File: src/rtl/video_fetch_scheduler_if.sv
// Burst request channel between the fetch scheduler and the frame-buffer reader.
// The scheduler owns valid/address/markers; the reader answers with ready.
interface video_fetch_scheduler_if #(
  parameter int ADDR_W = 32
);
  logic              req_valid;
  logic              req_ready;
  logic [ADDR_W-1:0] req_addr;
  logic              req_sof;
  logic              req_eol;

  modport master (
    output req_valid, req_addr, req_sof, req_eol,
    input  req_ready
  );

  modport slave (
    input  req_valid, req_addr, req_sof, req_eol,
    output req_ready
  );
endinterface

File: src/rtl/video_fetch_scheduler.sv
// Frame-buffer fetch scheduler: one frame of fixed-length burst requests per vblank,
// paced by a pixel-FIFO credit budget, with underrun and late-frame reporting.
module video_fetch_scheduler #(
  parameter int ADDR_W     = 32,
  parameter int H_ACTIVE   = 1024,
  parameter int V_ACTIVE   = 768,
  parameter int BURST_PIX  = 256,
  parameter int FIFO_DEPTH = 2048
) (
  input  logic                  clk,
  input  logic                  reset_n,
  input  logic                  enable,
  input  logic [ADDR_W-1:0]     fb_base,
  input  logic [15:0]           fb_stride,
  input  logic                  vblank,
  input  logic                  pix_demand,
  input  logic                  data_pushed,
  video_fetch_scheduler_if.master req,
  output logic                  pix_avail,
  output logic                  busy,
  output logic                  frame_done,
  output logic                  underrun,
  input  logic                  underrun_clr
);
  localparam int BPL     = H_ACTIVE / BURST_PIX;
  localparam int BURST_W = (BPL > 1) ? $clog2(BPL) : 1;
  localparam int LINE_W  = (V_ACTIVE > 1) ? $clog2(V_ACTIVE) : 1;
  localparam int CNT_W   = $clog2(FIFO_DEPTH + 1);

  localparam logic [BURST_W-1:0] LAST_BURST  = BURST_W'(BPL - 1);
  localparam logic [LINE_W-1:0]  LAST_LINE   = LINE_W'(V_ACTIVE - 1);
  localparam logic [ADDR_W-1:0]  BURST_BYTES = ADDR_W'(BURST_PIX * 2);
  localparam logic [CNT_W-1:0]   CNT_BURST   = CNT_W'(BURST_PIX);
  localparam logic [CNT_W-1:0]   CNT_ONE     = CNT_W'(1);
  localparam logic [CNT_W-1:0]   CNT_ZERO    = {CNT_W{1'b0}};

  typedef enum logic [1:0] {
    IDLE    = 2'd0,
    WAIT_VB = 2'd1,
    FETCH   = 2'd2
  } state_t;

  state_t             state_r;
  logic [ADDR_W-1:0]  line_addr_r;
  logic [LINE_W-1:0]  line_r;
  logic [BURST_W-1:0] burst_r;
  logic [CNT_W-1:0]   alloc_r;
  logic [CNT_W-1:0]   deliv_r;
  logic               vblank_d_r;
  logic               restart_pend_r;
  logic               req_valid_r;
  logic [ADDR_W-1:0]  req_addr_r;
  logic               req_sof_r;
  logic               req_eol_r;
  logic               pix_avail_r;
  logic               busy_r;
  logic               frame_done_r;
  logic               underrun_r;

  logic               hs_s;
  logic               vb_rise_s;
  logic               late_s;
  logic               consume_s;
  logic               starve_s;
  logic               last_burst_s;
  logic               last_req_s;
  logic               credit_ok_s;
  logic [CNT_W-1:0]   alloc_nxt_s;
  logic [CNT_W-1:0]   deliv_nxt_s;

  assign hs_s         = req_valid_r & req.req_ready;
  assign vb_rise_s    = vblank & ~vblank_d_r;
  assign late_s       = (state_r == FETCH) & vb_rise_s;
  assign consume_s    = pix_demand & (deliv_r != CNT_ZERO);
  assign starve_s     = pix_demand & (deliv_r == CNT_ZERO);
  assign last_burst_s = (burst_r == LAST_BURST);
  assign last_req_s   = last_burst_s & (line_r == LAST_LINE);
  assign credit_ok_s  = (32'(alloc_r) + 32'(BURST_PIX)) <= 32'(FIFO_DEPTH);

  // Next values of the credit and delivered-pixel counters.
  always_comb begin
    alloc_nxt_s = alloc_r + (hs_s ? CNT_BURST : CNT_ZERO) - (consume_s ? CNT_ONE : CNT_ZERO);
    deliv_nxt_s = deliv_r + (data_pushed ? CNT_ONE : CNT_ZERO) - (consume_s ? CNT_ONE : CNT_ZERO);
  end

  // Counters, vblank edge history and the status flags seen by the display side.
  always_ff @(posedge clk or negedge reset_n) begin
    if (!reset_n) begin
      alloc_r      <= CNT_ZERO;
      deliv_r      <= CNT_ZERO;
      pix_avail_r  <= 1'b0;
      vblank_d_r   <= 1'b0;
      frame_done_r <= 1'b0;
      underrun_r   <= 1'b0;
    end else begin
      alloc_r      <= alloc_nxt_s;
      deliv_r      <= deliv_nxt_s;
      pix_avail_r  <= (deliv_nxt_s != CNT_ZERO);
      vblank_d_r   <= vblank;
      frame_done_r <= hs_s & last_req_s;
      if (starve_s || late_s) begin
        underrun_r <= 1'b1;
      end else if (underrun_clr) begin
        underrun_r <= 1'b0;
      end
    end
  end

  // Scheduler FSM with the registered request channel.
  always_ff @(posedge clk or negedge reset_n) begin
    if (!reset_n) begin
      state_r        <= IDLE;
      busy_r         <= 1'b0;
      line_addr_r    <= {ADDR_W{1'b0}};
      line_r         <= {LINE_W{1'b0}};
      burst_r        <= {BURST_W{1'b0}};
      restart_pend_r <= 1'b0;
      req_valid_r    <= 1'b0;
      req_addr_r     <= {ADDR_W{1'b0}};
      req_sof_r      <= 1'b0;
      req_eol_r      <= 1'b0;
    end else begin
      case (state_r)
        IDLE: begin
          if (enable) begin
            state_r <= WAIT_VB;
          end
        end
        WAIT_VB: begin
          if (!enable) begin
            state_r <= IDLE;
          end else if (vb_rise_s) begin
            state_r     <= FETCH;
            busy_r      <= 1'b1;
            line_addr_r <= fb_base;
            line_r      <= {LINE_W{1'b0}};
            burst_r     <= {BURST_W{1'b0}};
          end
        end
        FETCH: begin
          if (!enable && (!req_valid_r || hs_s)) begin
            state_r        <= IDLE;
            busy_r         <= 1'b0;
            req_valid_r    <= 1'b0;
            restart_pend_r <= 1'b0;
          end else if ((late_s && (!req_valid_r || hs_s)) || (restart_pend_r && hs_s)) begin
            // Late frame: abandon the current frame and start over from the new base.
            line_addr_r    <= fb_base;
            line_r         <= {LINE_W{1'b0}};
            burst_r        <= {BURST_W{1'b0}};
            restart_pend_r <= 1'b0;
            req_valid_r    <= 1'b0;
          end else begin
            if (late_s) begin
              restart_pend_r <= 1'b1;
            end
            if (hs_s) begin
              req_valid_r <= 1'b0;
              if (last_req_s) begin
                state_r <= WAIT_VB;
                busy_r  <= 1'b0;
              end else if (last_burst_s) begin
                burst_r     <= {BURST_W{1'b0}};
                line_r      <= line_r + LINE_W'(1);
                line_addr_r <= line_addr_r + ADDR_W'(fb_stride);
              end else begin
                burst_r <= burst_r + BURST_W'(1);
              end
            end else if (!req_valid_r && enable && !restart_pend_r && credit_ok_s) begin
              req_valid_r <= 1'b1;
              req_addr_r  <= line_addr_r + ADDR_W'(burst_r) * BURST_BYTES;
              req_sof_r   <= (line_r == {LINE_W{1'b0}}) && (burst_r == {BURST_W{1'b0}});
              req_eol_r   <= last_burst_s;
            end
          end
        end
        default: begin
          state_r     <= IDLE;
          busy_r      <= 1'b0;
          req_valid_r <= 1'b0;
        end
      endcase
    end
  end

  assign req.req_valid = req_valid_r;
  assign req.req_addr  = req_addr_r;
  assign req.req_sof   = req_sof_r;
  assign req.req_eol   = req_eol_r;
  assign pix_avail     = pix_avail_r;
  assign busy          = busy_r;
  assign frame_done    = frame_done_r;
  assign underrun      = underrun_r;
endmodule

File: src/flat_wrapper.sv
// flat-port wrapper written by rule: the top's interface ports become plain ports
module video_fetch_scheduler_flat 
#(
  parameter int ADDR_W     = 32,
  parameter int H_ACTIVE   = 1024,
  parameter int V_ACTIVE   = 768,
  parameter int BURST_PIX  = 256,
  parameter int FIFO_DEPTH = 2048
)
  (clk, reset_n, enable, fb_base, fb_stride, vblank, pix_demand, data_pushed, pix_avail, busy, frame_done, underrun, underrun_clr, req_req_valid, req_req_addr, req_req_sof, req_req_eol, req_req_ready);
  video_fetch_scheduler_if #(.ADDR_W(ADDR_W)) req_i ();
  input  logic clk;
  input  logic reset_n;
  input  logic enable;
  input  logic [ADDR_W-1:0] fb_base;
  input  logic [15:0] fb_stride;
  input  logic vblank;
  input  logic pix_demand;
  input  logic data_pushed;
  output logic pix_avail;
  output logic busy;
  output logic frame_done;
  output logic underrun;
  input  logic underrun_clr;
  output wire logic [$bits(req_i.req_valid)-1:0] req_req_valid;
  output wire logic [$bits(req_i.req_addr)-1:0] req_req_addr;
  output wire logic [$bits(req_i.req_sof)-1:0] req_req_sof;
  output wire logic [$bits(req_i.req_eol)-1:0] req_req_eol;
  input wire logic [$bits(req_i.req_ready)-1:0] req_req_ready;
  assign req_req_valid = req_i.req_valid;
  assign req_req_addr = req_i.req_addr;
  assign req_req_sof = req_i.req_sof;
  assign req_req_eol = req_i.req_eol;
  assign req_i.req_ready = req_req_ready;
  video_fetch_scheduler #(.ADDR_W(ADDR_W), .H_ACTIVE(H_ACTIVE), .V_ACTIVE(V_ACTIVE), .BURST_PIX(BURST_PIX), .FIFO_DEPTH(FIFO_DEPTH)) u_core (.clk(clk), .reset_n(reset_n), .enable(enable), .fb_base(fb_base), .fb_stride(fb_stride), .vblank(vblank), .pix_demand(pix_demand), .data_pushed(data_pushed), .req(req_i), .pix_avail(pix_avail), .busy(busy), .frame_done(frame_done), .underrun(underrun), .underrun_clr(underrun_clr));
endmodule
File: config.mk
export PLATFORM = sky130hd
export DESIGN_NAME = video_fetch_scheduler_flat
export DESIGN_NICKNAME = d
export VERILOG_FILES = /design/src/rtl/video_fetch_scheduler_if.sv /design/src/rtl/video_fetch_scheduler.sv /design/src/flat_wrapper.sv
export SDC_FILE = /design/constraint.sdc
export NUM_CORES = 1
export LEC_CHECK = 0
export ABC_CLOCK_PERIOD_IN_PS = 10500
export CORE_MARGIN = 2
export CORE_UTILIZATION = 55
export CTS_CLUSTER_DIAMETER = 80
export DETAILED_ROUTE_END_ITERATION = 6
export PLACE_DENSITY_LB_ADDON = 0.12
export SETUP_SLACK_MARGIN = 0.2
export SYNTH_ARGS = -nofsm -noshare
export SYNTH_HDL_FRONTEND = slang
export SYNTH_SLANG_ARGS = --single-unit
File: constraint.sdc
create_clock -name clk -period 10.5 [get_ports clk]
set_clock_uncertainty 0.1 [all_clocks]
set_input_delay 1.575 -clock clk [delete_from_list [all_inputs] [get_ports clk]]
set_output_delay 1.575 -clock clk [all_outputs]
set_load 0.01 [all_outputs]
==> results.json <==
{
  "synthCells": 790,
  "initial_utilization_pct": 56.3,
  "min_period_over_period_pct": 43.0,
  "path_cells": "clkdlybuf4s50_1, nor2b_1, ha_1, inv_1, ha_1, inv_1, fa_1, nor2b_1, o221ai_1, a21boi_1, a211oi_1, or4_1, nor4_1, o211ai_1",
  "antenna_found_initial": 0,
  "ys_seq_elements": 111,
  "cts_buffer_depth": 2,
  "max_stage_delay_ns": 0.48,
  "ir_worst_vdd_mv": 0.154,
  "synthesis.area_um2": 7100,
  "critPathRequiredTime_ns": 10.62,
  "final_common_cell": "dfrtp_1",
  "path_depth": 14,
  "place_inst": 1033,
  "drt-total-wl_um": 16400,
  "rsz0062_at_grt": "false",
  "cts_resized": 0,
  "yosysUniqueCellTypes": 69,
  "cts_made_buffers": 9,
  "cts_tree": "yes",
  "crit_arrival_ns": 4.64,
  "core_um2": 12600,
  "period_minus_slack_ns": 4.52,
  "tightestPinTransition_ns": 0.954,
  "hold_path_class": "reg2reg",
  "gp_congestion": 0.936,
  "synthFlopType": "dfrtp_1",
  "drt_iter0_markers": 491,
  "antenna_cells": 0,
  "r2r_cells": 17,
  "clkSlewWorstSetupHoldPaths_ns": 0.07,
  "status": "completed",
  "crit_slowest_cell": "or4_1",
  "fill_cells": 1067,
  "rows": 41,
  "viasPerCell": 5.76,
  "tns_ns": 0,
  "routed-wl-met3_um": 761,
  "drtPass1Iterations": 5,
  "htree_levels": 3,
  "cts_root_buf": "clkbuf_16",
  "die_y_um": 118,
  "syn-num-nets": 910,
  "max_freq_mhz": 221,
  "drv_cap": 0,
  "p_per_area_nw_per_um2": 310,
  "dieArea_um2": 13800,
  "grt_pass1_vias": 5907,
  "hold_path_depth": 2,
  "synth_edf_count": 0,
  "grt.overflow.total": 0,
  "finalMaxSlewViolations": 0,
  "drtAntennaViolNets": 0,
  "yosys_warnings": 0,
  "wl_met1_um": 7540,
  "yosys.area.top_type": "dfrtp_1",
  "synth_top_area_share_pct": 39.1,
  "wl_per_cell_um": 15.7,
  "drc": 0,
  "top_layer": "met4",
  "grt_pass1_wl_um": 28200,
  "cts.sinks": 111,
  "syn2layout_area_growth_pct": 19.5,
  "vias": 6044,
  "async_flop_share_pct": 100,
  "cp_max_fo": 3,
  "cts_setup_buffers": 0,
  "cp_top_family": "simple AND/OR/NAND/NOR gates",
  "synth.top_cells.by_area": "dfrtp_1, ha_1, nand2_1",
  "cp-end-kind": "flip-flop",
  "grt_max_degree": 61,
  "io_buffers": 94,
  "crit_path_start_kind": "primary input",
  "critPathBufInv": 3,
  "fin_nets": 992,
  "clk_latency_ns": 0.35,
  "ctsHoldBuffers": 0,
  "most-common-layout-cells": "dfrtp_1, clkdlybuf4s50_1, nand2_1",
  "fin_cells": 1049,
  "wl_met2_um": 7840,
  "hpwl_um": 12200,
  "postSynthAreaPerCell_um2": 8.99,
  "ioPinCount": 95,
  "seq_area_frac_synth_pct": 39.1,
  "report.final.hold_viol_count": 0,
  "maxSlewHeadroom_pct": 36.4,
  "die_w_um": 118,
  "p_leak_nw": 3.68,
  "worstSetupPathType": "in2reg",
  "track_usage_pct": 24.4,
  "post_route_cells_drive_above_1_share_pct": 4.79,
  "setup_viol": 0
}
[final cells by class]
cell class	instances	area, µm²	share of cell area, %
Clock inverter	5	32.5	0.383
Clock buffer	11	253	2.98
Tap cell	172	215	2.54
Sequential cell	111	2780	32.7
Inverter	60	225	2.65
Multi-Input combinational cell	591	4010	47.2
Timing Repair Buffer	99	976	11.5
[state kept, by name, indices dropped and copies added, names as in the netlist]
register	count
u_core.burst_r	2
u_core.restart_pend_r	1
u_core.busy	1
u_core.req.req_valid	1
u_core.req.req_addr	32
u_core.line_r	10
u_core.frame_done	1
u_core.alloc_r	12
u_core.state_r	2
u_core.deliv_r	12
u_core.pix_avail	1
u_core.line_addr_r	32
u_core.underrun	1
u_core.vblank_d_r	1
u_core.req.req_eol	1
u_core.req.req_sof	1
[layer usage]
| metal | vias to the layer above | global-route usage [%] |
|---|---|---|
| li1 | 2964 | - |
| met1 | 2887 | 33.8 |
| met2 | 171 | 40.2 |
| met3 | 22 | 3.25 |
| met4 | 0 | 7.45 |
| met5 | - | 0 |
[Yosys cell counts (all sizes together) (3+ instances only)]
library cell,n
nand2,90
buf,8
o22ai,10
o21a,3
and2,7
o21bai,8
o41ai,5
a211oi,7
nor4,3
a31o,5
nand2b,8
inv,60
a21oi,58
nand4,10
a21boi,3
clkbuf,20
nor2,48
o221ai,3
or2,3
a31oi,11
ha,60
o211ai,9
nor3,13
o21ai,62
mux2,10
nand3,26
xnor2,27
xor2,25
nor2b,12
nor4b,3
fa,4
a21o,6
dfrtp,111
nand3b,3
and3,11
a2bb2oi,4
[metrics by stage]
stage | setup WS (ns) | cell area [µm²] | hold WS [ns] | util [%] | power (mW)
after floorplan | 6.34 | 7100 | 0.371 | - | 1.87
after global placement | 5.68 | 8200 | 0.361 | 65.0 | 2.23
after detailed placement | 5.58 | 8200 | 0.369 | 65.0 | 2.29
after CTS | 5.98 | 8490 | 0.385 | 67.3 | 2.64
after global routing | 5.70 | 8490 | 0.394 | 67.3 | 2.87
final | 5.98 | 8490 | 0.379 | 67.3 | 2.63
[where the power goes]
part	internal, mW	switching [mW]
clock	0.173	0.155
combinational	0.676	0.863
sequential	0.615	0.151
total	1.46	1.17
[final timing paths]
path / startpoint / endpoint / slack, ns
min: u_core.req.req_addr[23] / u_core.req.req_addr[23] / 0.38
max in group asynchronous: reset_n / u_core.line_r[4] / 7.94
min in group asynchronous: reset_n / u_core.frame_done / 1.15
min reg2reg: u_core.req.req_addr[23] / u_core.req.req_addr[23] / 0.38
max reg2reg: u_core.deliv_r[6] / u_core.pix_avail / 6.49
max: pix_demand / u_core.pix_avail / 5.98
[worst register-to-register path: cells and delay by family, from the launching register on]
kind                       cells  cell delay (ns)
DFF                            1             0.41
and+or+nand+nor                6             1.47
adders and majority gates      4             1.01
buffers and inverters          3             0.22
AOI/OAI and AO/OA              4             0.68
[cell families (layout without fill, tap and decap cells)]
group | Yosys count | after routing | synth area share [%]
DFF | 111 | 111 | 39.1
and+or+nand+nor | 246 | 246 | 16.7
AOI/OAI and AO/OA | 217 | 217 | 19.5
buffers and inverters | 88 | 175 | 4.74
adders and majority gates | 64 | 64 | 11.7
xor gates and xnor gates | 52 | 52 | 6.41
muxes | 12 | 12 | 1.87
Note: power is estimated with default switching activity, not from simulation.
